**src/rtl/regfile_scoreboard.sv**
```systemverilog
// regfile_scoreboard
// ID-stage register file with a per-register pending-write scoreboard.
//   - NRD combinational read ports with same-cycle write-back bypass.
//   - NWR synchronous write ports; the highest-numbered port wins an address
//     collision. Register 0 always reads as zero.
//   - Each register r != 0 has a PW-bit counter of in-flight producers.
//     Issue increments it. Write-back or kill decrements it. An underflow
//     clamps the counter at zero and sets the sticky sb_err flag.
// Ports:
//   clk, rst                 clock; asynchronous active-low reset
//   rd_en/rd_addr            read port qualifiers and addresses (port i at [i*AW +: AW])
//   rd_data/rd_busy          read data and "producer still outstanding" per port
//   wr_en/wr_addr/wr_data    write-back ports
//   iss_en/iss_addr/iss_ok   destination issue and counter-not-saturated flag
//   kill_en/kill_addr        squashed producer, releases one pending count
//   stall                    hazard request to hold ID
//   sb_err                   sticky counter underflow flag
module regfile_scoreboard #(
  parameter  int XLEN  = 32,
  parameter  int NREGS = 32,
  parameter  int NRD   = 2,
  parameter  int NWR   = 1,
  parameter  int PW    = 2,
  localparam int AW    = $clog2(NREGS)
) (
  input  logic                 clk,
  input  logic                 rst,
  input  logic [NRD-1:0]       rd_en,
  input  logic [NRD*AW-1:0]    rd_addr,
  output logic [NRD*XLEN-1:0]  rd_data,
  output logic [NRD-1:0]       rd_busy,
  input  logic [NWR-1:0]       wr_en,
  input  logic [NWR*AW-1:0]    wr_addr,
  input  logic [NWR*XLEN-1:0]  wr_data,
  input  logic                 iss_en,
  input  logic [AW-1:0]        iss_addr,
  output logic                 iss_ok,
  input  logic                 kill_en,
  input  logic [AW-1:0]        kill_addr,
  output logic                 stall,
  output logic                 sb_err
);

  // The completion count per register can reach NWR+1 (every write port plus a kill).
  localparam int DW = $clog2(NWR + 2);
  // Arithmetic width that holds both cnt+inc and the completion count.
  localparam int SW = ((PW + 1) > DW) ? (PW + 1) : DW;

  logic [XLEN-1:0] reg_arr [NREGS];
  logic [PW-1:0]   cnt_arr [NREGS];
  logic [DW-1:0]   dec_arr [NREGS];
  logic [NREGS-1:0] uf_vec;
  logic            sb_err_q;

  genvar gi;

  // Per-register storage and pending counter
  generate
    for (gi = 0; gi < NREGS; gi++) begin : g_reg
      if (gi == 0) begin : g_zero
        assign reg_arr[gi] = '0;
        assign cnt_arr[gi] = '0;
        assign dec_arr[gi] = '0;
        assign uf_vec[gi]  = 1'b0;
      end else begin : g_live
        logic [XLEN-1:0] reg_q, reg_d;
        logic [PW-1:0]   cnt_q, cnt_d;
        logic [DW-1:0]   dec;
        logic            inc;
        logic            uf;
        logic [SW-1:0]   sum;

        assign inc = iss_en && iss_ok && (iss_addr == AW'(gi));

        // Count the completions to this register in this cycle.
        always_comb begin
          dec = '0;
          for (int j = 0; j < NWR; j++) begin
            if (wr_en[j] && (wr_addr[j*AW +: AW] == AW'(gi))) begin
              dec = dec + DW'(1);
            end
          end
          if (kill_en && (kill_addr == AW'(gi))) begin
            dec = dec + DW'(1);
          end
        end

        // Ascending scan, so the highest write port wins a collision.
        always_comb begin
          reg_d = reg_q;
          for (int j = 0; j < NWR; j++) begin
            if (wr_en[j] && (wr_addr[j*AW +: AW] == AW'(gi))) begin
              reg_d = wr_data[j*XLEN +: XLEN];
            end
          end
        end

        // Apply cnt + inc - dec. Clamp at zero and flag an underflow.
        always_comb begin
          sum = SW'(cnt_q) + SW'(inc);
          uf  = 1'b0;
          if (sum < SW'(dec)) begin
            cnt_d = '0;
            uf    = 1'b1;
          end else begin
            cnt_d = PW'(sum - SW'(dec));
          end
        end

        always_ff @(posedge clk or negedge rst) begin
          if (!rst) begin
            reg_q <= '0;
            cnt_q <= '0;
          end else begin
            reg_q <= reg_d;
            cnt_q <= cnt_d;
          end
        end

        assign reg_arr[gi] = reg_q;
        assign cnt_arr[gi] = cnt_q;
        assign dec_arr[gi] = dec;
        assign uf_vec[gi]  = uf;
      end
    end
  endgenerate

  // Read ports: bypass from same-cycle write-back. A register is busy only if
  // producers remain after this cycle's completions.
  generate
    for (gi = 0; gi < NRD; gi++) begin : g_rd
      logic [AW-1:0]   a;
      logic [XLEN-1:0] data;

      assign a = rd_addr[gi*AW +: AW];

      always_comb begin
        data = reg_arr[a];
        for (int j = 0; j < NWR; j++) begin
          if (wr_en[j] && (wr_addr[j*AW +: AW] == a)) begin
            data = wr_data[j*XLEN +: XLEN];
          end
        end
        if (a == '0) begin
          data = '0;
        end
      end

      assign rd_data[gi*XLEN +: XLEN] = data;
      assign rd_busy[gi] = (a != '0) && (SW'(cnt_arr[a]) > SW'(dec_arr[a]));
    end
  endgenerate

  assign iss_ok = (iss_addr == '0) || (cnt_arr[iss_addr] != {PW{1'b1}});
  assign stall  = (|(rd_en & rd_busy)) || (iss_en && !iss_ok);

  always_ff @(posedge clk or negedge rst) begin
    if (!rst) begin
      sb_err_q <= 1'b0;
    end else if (|uf_vec) begin
      sb_err_q <= 1'b1;
    end
  end

  assign sb_err = sb_err_q;

endmodule
```
**config.mk**
```make
export PLATFORM = sky130hd
export DESIGN_NAME = regfile_scoreboard
export DESIGN_NICKNAME = d
export VERILOG_FILES = /design/src/rtl/regfile_scoreboard.sv
export SDC_FILE = /design/constraint.sdc
export NUM_CORES = 2
export LEC_CHECK = 0
export BUFFER_PORTS_ARGS = -buffer_cell sky130_fd_sc_hd__buf_2
export CAP_MARGIN = 20
export CORE_MARGIN = 10
export CORE_UTILIZATION = 55
export CTS_CLUSTER_DIAMETER = 60
export DETAILED_ROUTE_END_ITERATION = 10
export GPL_TIMING_DRIVEN = 1
export PLACE_DENSITY = 0.77
export SLEW_MARGIN = 15
export SYNTH_ARGS = -nofsm -noshare
export SYNTH_HDL_FRONTEND = slang
export SYNTH_SLANG_ARGS = --single-unit
```
**constraint.sdc**
```tcl
create_clock -name clk -period 6 [get_ports clk]
set_clock_uncertainty 0.05 [all_clocks]
set_input_delay 1.2 -clock clk [delete_from_list [all_inputs] [get_ports clk]]
set_output_delay 1.2 -clock clk [all_outputs]
set_load 0.01 [all_outputs]
```
[Word-level counts from Yosys, hierarchy flattened]
Index checks and enable logic that the tools add are counted.
Word-level totals
  bits in registers: 1055
  input bits: 64
  output and inout bits: 69
  logic and storage cells: 550
Operators by class
  $add $sub $neg: 93
  order comparisons: 36
  equal/unequal tests: 96
  muxes and demuxes: 149
  bitwise logic cells: 4
  reductions and logical operators: 109
Operators with widths (number)
  32-bit binary-select mux with 5-bit select: 2
  32-bit 2-to-1 mux: 8
  5-bit == test (second input constant): 48
  2-bit 2-to-1 mux: 72
  5-bit by 4-bit == test with 1-bit output (second input constant): 24
  1-bit logical AND: 99
  2-bit by 1-bit adder with 3-bit output: 31
  3-bit by 2-bit < comparator with 1-bit output: 31
  1-bit 2-to-1 mux: 62
  2-bit subtractor: 31
  5-bit by 3-bit == test with 1-bit output (second input constant): 12
  2-bit by 1-bit adder with 2-bit output (second input constant): 29
  2-bit binary-select mux with 5-bit select: 5
  31-bit OR reduction: 1
  5-bit by 2-bit == test with 1-bit output (second input constant): 6
  6-bit >= comparator (second input constant): 3
  5-bit inverter with 6-bit output: 3
  5-bit by 1-bit == test with 1-bit output (second input constant): 3
  5-bit logical NOT: 3
  5-bit == test: 2
  5-bit nonzero test: 2
  1-bit by 1-bit adder with 2-bit output (second input constant): 2
  2-bit > comparator: 2
  2-bit AND: 1
  other kinds (4): 5

[Logic depth before layout (Yosys ltp)]
  word-level depth: 13
  depth in mapped cells: 17
  depth with buffers taken out: 15

[Least setup slack after synthesis]
No wires, ideal clock.
  path type: input to output
  from: input port wr_en
  to: output port stall
  arrival time: 4.890 ns
  required time: 4.750 ns
  slack: -0.140 ns
  stages on the path: 15
  buffers on the path: 4
  cells stage by stage: buf_2 -> nor2b_1 -> and2_1 -> clkbuf_1 -> nor2b_1 -> clkbuf_1 -> buf_2 -> ha_1 -> mux4_2 -> mux4_2 -> mux2_2 -> ha_1 -> a211oi_1 -> a221oi_1 -> a21bo_1
Between the ends
  cells in the longest elaborated chain, start to end: 12
  elaborated cells between the ends (all ways): 137
  those cells by class: add/sub: 31; order compare: 2; mux: 68; bitwise: 1; reduce/logical: 35
Ends and longest elaborated chain
  start, declared: RTL line 32  | input logic [NWR-1:0] wr_en,
  1-bit logical AND: RTL line 79  | if (wr_en[j] && (wr_addr[j*AW +: AW] == AW'(gi))) begin
  1-bit 2-to-1 mux: RTL line 79
  2-bit by 1-bit adder with 2-bit output or 1-bit by 1-bit adder with 2-bit output (tied branches): RTL line 84  | dec = dec + DW'(1);
  2-bit 2-to-1 mux: RTL line 83  | if (kill_en && (kill_addr == AW'(gi))) begin
  2-bit binary-select mux with 5-bit select *: RTL line 150  | assign rd_busy[gi] = (a != '0) && (SW'(cnt_arr[a]) > SW'(dec_arr[a]));
  2-bit 2-to-1 mux (not written as such) * (2 in series): RTL line 150
  2-bit > comparator *: RTL line 150
  1-bit logical AND *: RTL line 150
  net rd_busy[0]: RTL line 31  | output logic [NRD-1:0] rd_busy,
  2-bit AND *: RTL line 155  | assign stall = (|(rd_en & rd_busy)) || (iss_en && !iss_ok);
  2-bit OR reduction *: RTL line 155
  1-bit logical OR *: RTL line 155
  end, declared: RTL line 40  | output logic stall,
Mark *: on every way through the listed nets, which the timed path passes. The rest lies on a longest branch. The select of a mux whose other input is x is not followed.

[Final worst setup path]
  from: input port wr_addr[4]
  to: output port stall
Between the ends
  cells in the longest elaborated chain, start to end: 13
  elaborated cells between the ends (all ways): 168
  those cells by class: add/sub: 31; order compare: 2; eq/ne: 31; mux: 68; bitwise: 1; reduce/logical: 35
Ends and longest elaborated chain
  start, declared: RTL line 33  | input logic [NWR*AW-1:0] wr_addr,
  5-bit == test, or another cell as far along: RTL line 79
  1-bit logical AND: RTL line 79
  1-bit 2-to-1 mux: RTL line 79
  2-bit by 1-bit adder with 2-bit output or 1-bit by 1-bit adder with 2-bit output (tied branches): RTL line 84
  2-bit 2-to-1 mux: RTL line 83
  2-bit binary-select mux with 5-bit select: RTL line 150
  2-bit 2-to-1 mux (not written as such) (2 in series): RTL line 150
  2-bit > comparator: RTL line 150
  1-bit logical AND: RTL line 150
  2-bit AND *: RTL line 155
  2-bit OR reduction *: RTL line 155
  1-bit logical OR *: RTL line 155
Mark *: on every way between the ends. The rest lies on a longest branch, timed or not. The select of a mux whose other input is x is not followed.

==> impl_metrics.toml <==
[run_status]
status = "completed"

[layout]
fillers = 8403
mostFrequentLayoutCell = "mux2_2"
nets = 4553
drive_above_1_share_pct = 49.1
final_area_um2 = 67600
final_cell_mix = "mux2_2 (1078), dfrtp_1 (1055), mux4_2 (529)"
area_delta_synth_final_pct = 9.86

[placed_design]
dp_hpwl_um = 108000
port_buffers = 132
place_congestion = 0.942
place_ws_ps = -67.9
place_area_um2 = 64000

[die]
row_count = 122
initial_utilization_pct = 55.5
dieArea_um2 = 126000
die_h_um = 354
io_pins = 133
coreArea_um2 = 111000
die_w_um = 354

[clocking]
numCtsBuffers = 112
cts.htree.levels = 3
clockBufferDepth = 3
cts_sinks = 1055
cts_tree = "done"
insertion_delay_ps = 720
clk_pin_slew_ps = 50
cts_root_buf = "clkbuf_16"
postCtsSetupBuffers = 0
cts_hold_buf = 0

[setup_path]
arrival_ps = 4690
timing.rr.end = "sb_err"
reg2regPathDepth = 15
timing.rr.start = "g_reg[11].g_live.cnt_q[1]"
crit_fanout = 4
endpoint = "stall"
required_ps = 4750
cp-startpoint = "wr_addr[4]"
cp-end-kind = "primary output"
startpoint_type = "input port"
reg2reg_setup_slack_ps = 1240
criticalPathCategory = "in2out"

[logic_synthesis]
synth_cells = 4349
synth_edf_count = 0
syn_nets = 4572
yosysUniqueCellTypes = 59
synthArstFlopShare_pct = 100
syn-cell-area_um2 = 61500
synth_flop_cell = "dfrtp_1"
yosysSeqAreaShare_pct = 42.9
avgSynthCellArea_um2 = 14.1
synth-seq-cells = 1055
ys_warn_count = 0

[global_routing]
grt_pass1_wl_um = 279000
use_met2_pct = 44.9
track_usage_pct = 29.2
gr-max-usage-layer = "met2"
grt-ovfl-total = 0
antenna_found_initial = 14
use_met3_pct = 6.83
grt_pass1_vias = 42800
grt_max_degree = 173
grt_use_met1_pct = 39.7

[timing]
period_share_pct = 99.1
final.setup.worst_slack_ps = 55.1
drv_slew = 0
finalHoldViolations = 0
setup_tns_ps = 0
relSlewSlack_pct = 16.8
min_period_ps = 5940
setup_viol = 0
fmax_mhz = 168
tightest_slew_ps = 1240

[power]
p_sw_w = 0.00604
power.internal_w = 0.0152
p_clk_share_pct = 31.7
powerDensity_nw_per_um2 = 314
leakagePower_nw = 29.4
seqPwrFrac_pct = 45.4
comb_power_share_pct = 22.9
p_sw_share_pct = 28.5
ir_worst_vdd_mv = 0.287

[route]
vias_per_cell = 7.04
wl_per_cell_um = 31.6
first_pass_iters = 8
vias = 41600
drc_errors = 0
antenna_left = 0
drt_iter0_drc = 4651
wirelength_um = 187000

[min_path]
hold_class = "in2async"

[flow_run]
drv_cap = 0
## Yosys cell counts (all sizes together) (7+ instances only)
cell type | n | area, µm²
nand2b | 9 | 56.3
fa | 31 | 621
buf | 211 | 1140
nor4 | 36 | 269
nor3 | 59 | 295
mux2 | 1090 | 12300
nand3 | 13 | 65.1
and3 | 26 | 163
and2 | 8 | 50.1
nor2 | 93 | 349
a211oi | 10 | 75.1
xnor2 | 37 | 324
o21ai | 58 | 290
nor2b | 59 | 369
a221o | 68 | 681
mux4 | 531 | 12000
a21oi | 76 | 380
clkbuf | 235 | 882
nand4 | 7 | 43.8
a22o | 15 | 131
inv | 114 | 428
a22oi | 143 | 1070
a221oi | 41 | 359
o32ai | 7 | 61.3
dfrtp | 1055 | 26400
o22ai | 25 | 156
nand2 | 82 | 308
or3 | 26 | 163
mux2i | 22 | 220
ha | 128 | 1600
## layout make-up
type	count	area (µm²)	share of cell area, %
sequential	1055	26400	39.1
inverter	114	428	0.633
multi-input combinational	2734	33000	48.8
clock inverter	33	208	0.307
clock buffer	166	3310	4.90
timing repair buffer	313	2360	3.49
antenna	6	15.0	0.0222
tap	1488	1860	2.76
## logic make-up after synthesis
group                      Yosys count  synth area share, %
and+or+nand+nor                    428                 3.59
DFF                               1055                 42.9
AOI/OAI and AO/OA                  463                 5.51
muxes                             1643                 39.8
xor gates and xnor gates            41                0.584
adders and majority gates          159                 3.61
buffers and inverters              560                 3.98
## state kept, by name (all words and copies together), names as in the netlist
register / flops
g.g_live.cnt_q: 62
g.g_live.reg_q: 992
sb_err: 1
## through the flow
step | hold slack, ps | util (%) | total power, W | cells
2_1_floorplan | 441 | - | 0.0130 | 4349
3_3_place_gp | 449 | 57.7 | 0.0142 | 5704
3_5_place_dp | 459 | 57.7 | 0.0145 | 5704
4_1_cts | 465 | 60.9 | 0.0212 | 5903
5_1_grt | 484 | 60.9 | 0.0221 | 5903
6_report | 443 | 61.0 | 0.0212 | 5909
## worst min-delay path by stage
| stage | start | to | slack [ps] | cells past startpoint |
|---|---|---|---|---|
| global placement | g_reg[18].g_live.reg_q[7] | g_reg[18].g_live.reg_q[7] | 450 | 1 |
| detailed placement | g_reg[18].g_live.reg_q[13] | g_reg[18].g_live.reg_q[13] | 460 | 1 |
| global route | g_reg[18].g_live.reg_q[21] | g_reg[18].g_live.reg_q[21] | 480 | 1 |
| CTS | rst | g_reg[19].g_live.reg_q[30] | 470 | 1 |
| finish | rst | g_reg[5].g_live.reg_q[29] | 440 | 1 |
| floorplan | g_reg[3].g_live.reg_q[10] | g_reg[3].g_live.reg_q[10] | 440 | 1 |
## critical path, cell delays in order
cell	delay (ps)
buf_2	130
nor2b_1	280
and2_2	280
nor2b_4	170
ha_1	250
mux4_2	480
mux4_2	480
mux2_4	290
ha_4	270
nand2_1	40
and4b_1	210
a221oi_2	250
a21bo_1	240
buf_2	130
## timing repair
item | 4_1_cts | 5_1_grt
gates resized for setup | 1 | 18
setup endpoints to repair | 1 | 1
pin swaps | 0 | 1
## power by group through the flow
stage                     Sequential, W  Combinational (W)  Clock, W
after global routing            0.00979            0.00520   0.00708
after global placement          0.00955            0.00468         0
after CTS                       0.00959            0.00484   0.00679
after detailed placement        0.00970            0.00481         0
after floorplan                 0.00930            0.00367         0
final                           0.00962            0.00485   0.00673
## layer usage
metal / routed length [µm] / share of wire [%] / vias up
met5: 121 / 0.065 / -
met4: 8990 / 4.8 / 12
met3: 19700 / 11 / 505
met2: 85500 / 46 / 2378
met1: 72400 / 39 / 22000
li1: - / - / 16700
Note: power is estimated with default switching activity, not from simulation.
